`src/rtl/fifo_reader.sv`:
```
// FIFO reader: pulls bytes from a 16x8 FIFO into a 2-entry skid buffer and
// streams them downstream over valid/ready, counting delivered bytes.
//
// state | meaning
// ------+---------------------------------------------------------------
// IDLE  | no reads issued, buffer empty
// RUN   | reads issued whenever a skid slot is (or becomes) free
// DRAIN | reads stopped; buffered and in-flight bytes still delivered
module fifo_reader (
   input  logic        clk,
   input  logic        rst,
   input  logic        en,
   input  logic        fifo_empty,
   input  logic        fifo_wr,
   input  logic [7:0]  fifo_dout,
   output logic        fifo_rd,
   output logic        m_valid,
   input  logic        m_ready,
   output logic [7:0]  m_data,
   output logic [15:0] xfer_cnt,
   output logic        busy
);

   typedef enum logic [1:0] {
      IDLE  = 2'd0,
      RUN   = 2'd1,
      DRAIN = 2'd2
   } state_t;

   state_t      state_q, state_d;
   logic [1:0]  occ_q, occ_d;
   logic        inflight_q, inflight_d;
   logic [7:0]  buf0_q, buf0_d;
   logic [7:0]  buf1_q, buf1_d;
   logic [15:0] xfer_cnt_q, xfer_cnt_d;

   logic        pop;
   logic        accept;
   logic [1:0]  slots;

   always_comb begin
      slots   = occ_q + {1'b0, inflight_q};
      m_valid = rst && (occ_q != 2'd0);
      pop     = m_valid && m_ready;
      // A read may be issued into a full slot count only when a pop frees one this cycle.
      fifo_rd = rst && (state_q == RUN) && !fifo_empty &&
                ((slots < 2'd2) || ((slots == 2'd2) && pop));
      accept  = fifo_rd && !fifo_empty && !fifo_wr;

      state_d = state_q;
      case (state_q)
         IDLE:    if (en) state_d = RUN;
         RUN:     if (!en) state_d = DRAIN;
         DRAIN: begin
            if (en)
               state_d = RUN;
            else if ((occ_q == 2'd0) && !inflight_q)
               state_d = IDLE;
         end
         default: state_d = IDLE;
      endcase

      occ_d      = occ_q;
      buf0_d     = buf0_q;
      buf1_d     = buf1_q;
      inflight_d = accept;
      xfer_cnt_d = xfer_cnt_q + {15'd0, pop};

      // buf0 is always the oldest entry; capture lands behind whatever survives the pop.
      case ({inflight_q, pop})
         2'b10: begin
            if (occ_q == 2'd0)
               buf0_d = fifo_dout;
            else
               buf1_d = fifo_dout;
            occ_d = occ_q + 2'd1;
         end
         2'b01: begin
            buf0_d = buf1_q;
            occ_d  = occ_q - 2'd1;
         end
         2'b11: begin
            if (occ_q == 2'd1) begin
               buf0_d = fifo_dout;
            end else begin
               buf0_d = buf1_q;
               buf1_d = fifo_dout;
            end
         end
         default: ;
      endcase
   end

   always_ff @(posedge clk) begin
      if (!rst) begin
         state_q    <= IDLE;
         occ_q      <= 2'd0;
         inflight_q <= 1'b0;
         buf0_q     <= 8'h00;
         buf1_q     <= 8'h00;
         xfer_cnt_q <= 16'h0000;
      end else begin
         state_q    <= state_d;
         occ_q      <= occ_d;
         inflight_q <= inflight_d;
         buf0_q     <= buf0_d;
         buf1_q     <= buf1_d;
         xfer_cnt_q <= xfer_cnt_d;
      end
   end

   assign m_data   = buf0_q;
   assign xfer_cnt = xfer_cnt_q;
   assign busy     = rst && ((state_q == RUN) || (state_q == DRAIN));

endmodule

```
`config.mk`:
```
export PLATFORM = sky130hd
export DESIGN_NAME = fifo_reader
export DESIGN_NICKNAME = d
export VERILOG_FILES = /design/src/rtl/fifo_reader.sv
export SDC_FILE = /design/constraint.sdc
export NUM_CORES = 1
export LEC_CHECK = 0
export CAP_MARGIN = 10
export CORE_ASPECT_RATIO = 0.7
export CORE_MARGIN = 1
export CORE_UTILIZATION = 55
export CTS_BUF_LIST = sky130_fd_sc_hd__clkbuf_8
export DETAILED_ROUTE_END_ITERATION = 8
export MAX_ROUTING_LAYER = met4
export PLACE_DENSITY = 0.87
export SLEW_MARGIN = 40
export SYNTH_ARGS = -nofsm -noshare
export SYNTH_HDL_FRONTEND = slang
export SYNTH_SLANG_ARGS = --single-unit
```
`constraint.sdc`:
```
create_clock -name clk -period 3.98 [get_ports clk]
set_clock_uncertainty 0.1 [all_clocks]
set_input_delay 1.194 -clock clk [delete_from_list [all_inputs] [get_ports clk]]
set_output_delay 1.194 -clock clk [all_outputs]
set_load 0.05 [all_outputs]
```
Word level (Yosys, flattened, before mapping). Index checks and enable logic that the tools add are counted.

Register bits: 37. Word-level logic and storage cells: 60. Input bits: 14.

Eq/ne operators: 13. Add/sub/neg operators: 4. Muxes and demuxes: 12. Magnitude comparators: 1. Reduce and logical (&&, ||, !) cells: 24.

Operators with widths (count): two-way mux 8 bit (4); case mux 8 bit (3 select lines) (1); adder 16 x 1 -> 16 bit (1); case mux 8 bit (2 select lines) (1); logical AND 1 bit (10); != test 2 bit, second input constant (5); == test 2 bit, second input constant (4); two-way mux 2 bit (4); == test 2 x 1 -> 1 bit, second input constant (3); case mux 2 bit (3 select lines) (1); AND reduction 3 bit (2); nonzero test 2 bit (3); logical NOT 2 bit (2); case mux 2 bit (2 select lines) (1); logical NOT 1 bit (3); != test 3 bit, second input constant (1); nonzero test 3 bit (1); adder 2 x 1 -> 2 bit (1); adder 2 x 1 -> 2 bit, second input constant (1); logical OR 1 bit (2); less-than comparator 2 bit, second input constant (1); AND reduction 2 bit (1); subtractor 2 x 1 -> 2 bit, second input constant (1).

Depth between registers and ports, before layout. Gate-level depths: netlist of run 1.

Depth in word-level cells: 8. Gate-level depth with buffers: 8.

Worst setup path before layout of run 1. OpenSTA, ideal clock, no wires.

Path kind: input-to-output. From: input port rst. To: output port m_valid. Stages: 4. Arrival: 2276 ps. Data required time: 2686 ps. Buffers on the path: 2. Setup slack: 410 ps. Cell sequence: buf_4 inv_1 buf_1 nor2_1.

Word-level cells in the longest chain between the ends: 1.

RTL lines: from (decl) (line 11) `input logic rst,`; logical AND 1 bit (line 43) `m_valid = rst && (occ_q != 2'd0);`; to (decl) (line 17) `output logic m_valid,`.

No other way between the ends.

Final worst setup path of run 1.
From: input port m_ready. To: output port fifo_rd.

Word-level cells in the longest chain between the ends: 4.

RTL lines: from (decl) (line 18) `input logic m_ready,`; logical AND 1 bit (line 44) `pop = m_valid && m_ready;`; logical AND 1 bit (line 47) `((slots < 2'd2) || ((slots == 2'd2) && pop));`; logical OR 1 bit (line 47); logical AND 1 bit (line 46) `fifo_rd = rst && (state_q == RUN) && !fifo_empty &&`; to (decl) (line 16) `output logic fifo_rd,`.

No other way between the ends.

==> impl_metrics.toml, run 1 <==
[cells_and_area]
post-route-util = 0.795
final_nets = 256
layout_common_cells = "dfxtp_1 (37), clkdlybuf4s50_1 (37), nor2_1 (24)"
syn2layout_area_growth_pct = 31.7
diodes = 0
final_cell_area_um2 = 2320
final_layout_size_suffix_gt1_frac = 0.0944

[timing]
tightest_slew_ps = 560
setup-violations-final = 0
timing.fmax_mhz = 267
finalSetupTns_ps = 0
finalHoldViolations = 0
maxSlewViolCount = 0
max_slew_margin = 0.626
rsz0062_at_grt = "false"
min_period_ps = 3740
min_period_over_period = 0.939

[clock_tree]
cts-hold-fix-buffers = 0
h-tree-depth = 2
cts_tree = "built"
max-clock-path-buffers = 2
cts_setup_buffers = 0
ctsResizeCount = 0
clkLatencyLatePin_ps = 290
numCtsBuffers = 5
clock-root-buffer = "clkbuf_8"
cts_sinks = 37
clk_pin_slew_ps = 70

[run_status]
status = "completed"

[critical_path]
cpMaxStageDelayCell = "clkdlybuf4s50_1"
critPathKind = "primary input to output pin"
cp_max_fo = 3
cp.required_ps = 2690
worst_setup_path_end_kind = "output pin"
cp_num_buf_inv = 2
cpPeakStageDelay_ps = 520
worst_setup_path_start_kind = "primary input"
path_delay_family = "buffers and inverters"
crit_chain = "clkdlybuf4s50_1 -> nand3b_2 -> o21ai_0 -> and4b_1 -> buf_12"
worstPathArrival_ps = 2440

[synth]
postSynthCellCount = 189
ys_types = 39
syn-cell-area_um2 = 1760
yosysWarningCount = 0
yosysSeqAreaShare = 0.420
ys_seq_elements = 37
syn_area_per_cell_um2 = 9.33
synth_nets = 213

[placement]
placed_area_um2 = 2220
portBuffers = 40
gp_congestion = 0.794
dp_hpwl_um = 3060

[routing]
drt_iter0_markers = 80
ant_nets = 0
drtPass1Iterations = 4
drc = 0
routedWlPerCell_um = 15.7
routed_wl_um = 4230
vias = 1506
vias_per_cell = 5.60

[die]
die_w_um = 69.7
die_h_um = 49.4
io_pins = 41
rows = 16
initial_core_util = 0.603
core_um2 = 2920
die_area_um2 = 3440

[global_routing]
grt_max_degree = 24
first_global_vias = 1522
grt_pass1_wl_um = 7010
track_usage = 0.276
antenna_found_initial = 0
grt.overflow.total = 0

[power_and_ir_drop]
pwr_density_cell_nw_per_um2 = 430
power.leakage_nw = 1.02
peakVddDrop_v = 0.000382

[run]
drv_cap = 0

[worst_hold_path]
hold_class = "flop to flop"
## sequential cells by signal, indices dropped and copies added (netlist names)
name / count
buf1_q: 8
inflight_q: 1
m_data: 8
state_q: 2
xfer_cnt: 16
occ_q: 2
## per-stage QoR
stage               setup slack (ps)  total power, mW  cells  hold slack, ps
floorplan                        410            0.610    189             363
global route                     167             1.04    269             428
global placement                 365            0.696    261             375
finish                           241            0.997    269             403
detailed placement               247            0.710    261             387
CTS                              251            0.997    269             403
## synth_stat cells
library cell  instances  share of area
a211o_1               1         0.0050
a21bo_2               1         0.0057
a21oi_1              13          0.037
a31oi_1               1         0.0036
and2_1                4          0.014
and2_2                1         0.0043
and3_1                1         0.0036
and3_4                1         0.0064
and4_1                3          0.015
and4_2                1         0.0057
and4_4                1         0.0064
and4b_1               2          0.011
buf_1                 1         0.0021
buf_2                 2         0.0057
buf_4                 1         0.0043
buf_6                 1         0.0064
clkbuf_1              2         0.0043
dfxtp_1              37           0.42
ha_1                 10          0.071
inv_1                 8          0.017
mux2i_1              16          0.091
nand2_1               7          0.015
nand2_2               1         0.0036
nand2b_1              2         0.0071
nand3_1               8          0.023
nand3_2               1         0.0057
nand3b_1              1         0.0043
nand3b_2              1         0.0064
nand4_1               3          0.011
nor2_1               24          0.051
nor2b_1               1         0.0036
nor4_1                2         0.0071
o211ai_1              1         0.0043
o21a_1                2         0.0085
o21ai_0              10          0.028
o311a_1               1         0.0057
or3_1                 2         0.0071
xnor2_1               7          0.035
xor2_1                7          0.035
## worst paths after layout
kind / start / to / slack (ps) / depth (start not counted)
hold reg to reg: buf1_q[6]$_SDFFE_PN0P_ / buf1_q[6]$_SDFFE_PN0P_ / 400 / 2
hold / removal: buf1_q[6]$_SDFFE_PN0P_ / buf1_q[6]$_SDFFE_PN0P_ / 400 / 2
setup reg to reg: occ_q[0]$_SDFFE_PN0P_ / xfer_cnt[14]$_SDFF_PN0_ / 1660 / 8
setup / recovery: m_ready / fifo_rd / 240 / 5
## where the power goes
group | total (mW) | internal [mW] | leakage, nW | switching [mW]
clock network | 0.294 | 0.157 | 0.0542 | 0.137
registers | 0.416 | 0.396 | 0.299 | 0.0197
logic | 0.288 | 0.120 | 0.667 | 0.168
total | 0.997 | 0.672 | 1.02 | 0.325
## worst reg2reg max path: stages, from the launching register on
cell and delay [ps]:
dfxtp_1 410, inv_1 60, ha_1 250, and4b_1 360, ha_1 260, nand4_1 150, nor4_1 390, xnor2_1 170
nor2_1 50
## routing by layer
| layer | global-route usage | part of all wire | up-vias |
|---|---|---|---|
| met2 | 0.445 | 0.47 | 42 |
| met3 | 0.0661 | 0.040 | 11 |
| met1 | 0.327 | 0.47 | 713 |
| met5 | - | 0 | - |
| met4 | 0.130 | 0.026 | 0 |
| li1 | - | - | 740 |
## area by class of cell
type                            count  area, um2
Clock buffer                        7       96.3
Clock inverter                      1       5.00
Fill cell                         184        601
Inverter                            8       30.0
Multi-Input combinational cell    137        952
Sequential cell                    37        741
Tap cell                           36       45.0
Timing Repair Buffer               43        453
## cell families (layout without fill, tap and decap cells)
logic type,Yosys count,count (layout),share of synthesized area
and+or+nand+nor,67,67,0.211
DFF,37,37,0.420
AOI/OAI and AO/OA,30,30,0.0979
muxes,16,16,0.0908
buffers and inverters,15,59,0.0397
xor gates and xnor gates,14,14,0.0696
adders and majority gates,10,10,0.0710
Power figures use the tool's default switching activity.
==> run 2, diff against run 1 <==
--- a/config.mk
+++ b/config.mk
@@ -13,6 +13,7 @@
 export DETAILED_ROUTE_END_ITERATION = 8
 export MAX_ROUTING_LAYER = met4
 export PLACE_DENSITY = 0.87
+export REMOVE_ABC_BUFFERS = 1
 export SLEW_MARGIN = 40
 export SYNTH_ARGS = -nofsm -noshare
 export SYNTH_HDL_FRONTEND = slang
==> impl_metrics.toml, run 2 (same netlist as run 1, synthesis figures left out) <==
[routing]
routedWlPerCell_um = 14.4
vias_per_cell = 5.58
vias = 1496
routed_wl_um = 3850
drc = 0
drt_iter0_markers = 98
ant_nets = 0
drtPass1Iterations = 4

[clock_tree]
cts_tree = "built"
cts_setup_buffers = 0
numCtsBuffers = 5
max-clock-path-buffers = 2
clk_pin_slew_ps = 70
h-tree-depth = 2
clock-root-buffer = "clkbuf_8"
cts_sinks = 37
ctsResizeCount = 0
cts-hold-fix-buffers = 0
clkLatencyLatePin_ps = 280

[cells_and_area]
final_nets = 256
multi_input_area_um2 = 952
regArea_um2 = 741
num-fill-cells = 188
largest_reg_flops = 16
layout_common_cells = "dfxtp_1 (37), clkdlybuf4s50_1 (37), nor2_1 (24)"
diodes = 0
final_layout_size_suffix_gt1_frac = 0.0862
syn2layout_area_growth_pct = 30.9

[placement]
portBuffers = 40
gp_congestion = 0.864
dp_worst_setup_slack_ps = 282
dp_hpwl_um = 2810

[die]
die_area_um2 = 3440
die_h_um = 49.4
initial_core_util = 0.603
io_pins = 41
rows = 16
die_w_um = 69.7
core_um2 = 2920

[power_and_ir_drop]
seqPwrFrac = 0.433
peakVddDrop_v = 0.000338
p_int_uw = 651
p_sw_frac = 0.321
pwr_density_cell_nw_per_um2 = 416
power.leakage_nw = 1.01
switching_power_uw = 308
combPwrFrac = 0.299
pwr-share-clk = 0.268

[run]
drv_cap = 0

[global_routing]
grt.overflow.total = 0
grt_max_degree = 24
grt_pass1_wl_um = 6720
first_global_vias = 1489
antenna_found_initial = 0
track_usage = 0.263

[timing]
tightest_slew_ps = 552
fin_ws_ps = 301
finalSetupTns_ps = 0
timing.fmax_mhz = 272
min_period_ps = 3680
rsz0062_at_grt = "false"
setup-violations-final = 0
finalHoldViolations = 0
max_slew_margin = 0.631
maxSlewViolCount = 0
min_period_over_period = 0.924

[critical_path]
cp.required_ps = 2690
rrSetupSlack_ps = 1700
critPathKind = "primary input to output pin"
cpMaxStageDelayCell = "clkdlybuf4s50_1"
r2r_cells = 8
r2r_start = "occ_q[0]$_SDFFE_PN0P_"
crit_path_start = "m_ready"
worst_setup_path_end_kind = "output pin"
cp_max_fo = 3
cpPeakStageDelay_ps = 520
worstPathArrival_ps = 2390
worst_setup_path_start_kind = "primary input"
crit_chain = "clkdlybuf4s50_1 -> nand3b_2 -> o21ai_0 -> and4b_1 -> buf_12"

[worst_hold_path]
min_from = "buf1_q[7]$_SDFFE_PN0P_"
hold_class = "flop to flop"
min_path_cells = 2

[run_status]
status = "completed"
run 2: area by class of cell:
type                            instances  area share
Sequential cell                        37       0.321
Clock inverter                          1     0.00163
Multi-Input combinational cell        137       0.413
Clock buffer                            6      0.0358
Tap cell                               36      0.0195
Inverter                                8      0.0130
Timing Repair Buffer                   43       0.196
run 2: layer usage:
layer / vias to the layer above / part of all wire / GRT usage
met2: 53 / 0.47 / 0.435
met4: 0 / 0.014 / 0.127
met5: - / 0 / -
met1: 702 / 0.45 / 0.295
li1: 736 / - / -
met3: 5 / 0.062 / 0.0785
run 2: final timing paths:
kind	end
hold / removal	buf1_q[7]$_SDFFE_PN0P_
setup / recovery	fifo_rd
hold reg to reg	buf1_q[7]$_SDFFE_PN0P_
setup reg to reg	xfer_cnt[14]$_SDFF_PN0_
run 2: through the flow:
stage | area (um2) | std cells | power [mW] | hold slack, ps | utilization
2_1_floorplan | 1720 | 182 | 0.604 | 363 | -
3_3_place_gp | 2220 | 261 | 0.697 | 375 | 0.760
3_5_place_dp | 2220 | 261 | 0.708 | 384 | 0.760
4_1_cts | 2310 | 268 | 0.967 | 400 | 0.789
5_1_grt | 2310 | 268 | 1.01 | 454 | 0.789
6_report | 2310 | 268 | 0.959 | 391 | 0.789
run 2: power by group through the flow:
stage                     Sequential, mW  Combinational, mW  Clock [mW]
after floorplan                    0.472              0.132           0
after global placement             0.421              0.276           0
after detailed placement           0.423              0.286           0
after CTS                          0.415              0.287       0.265
after global routing               0.419              0.307       0.282
final                              0.416              0.287       0.257
run 2: critical path, delay by kind of cell:
| family | cells | cell delay [ps] |
|---|---|---|
| simple gates | 2 | 360 |
| buf+inv | 2 | 670 |
| compound gates | 1 | 150 |
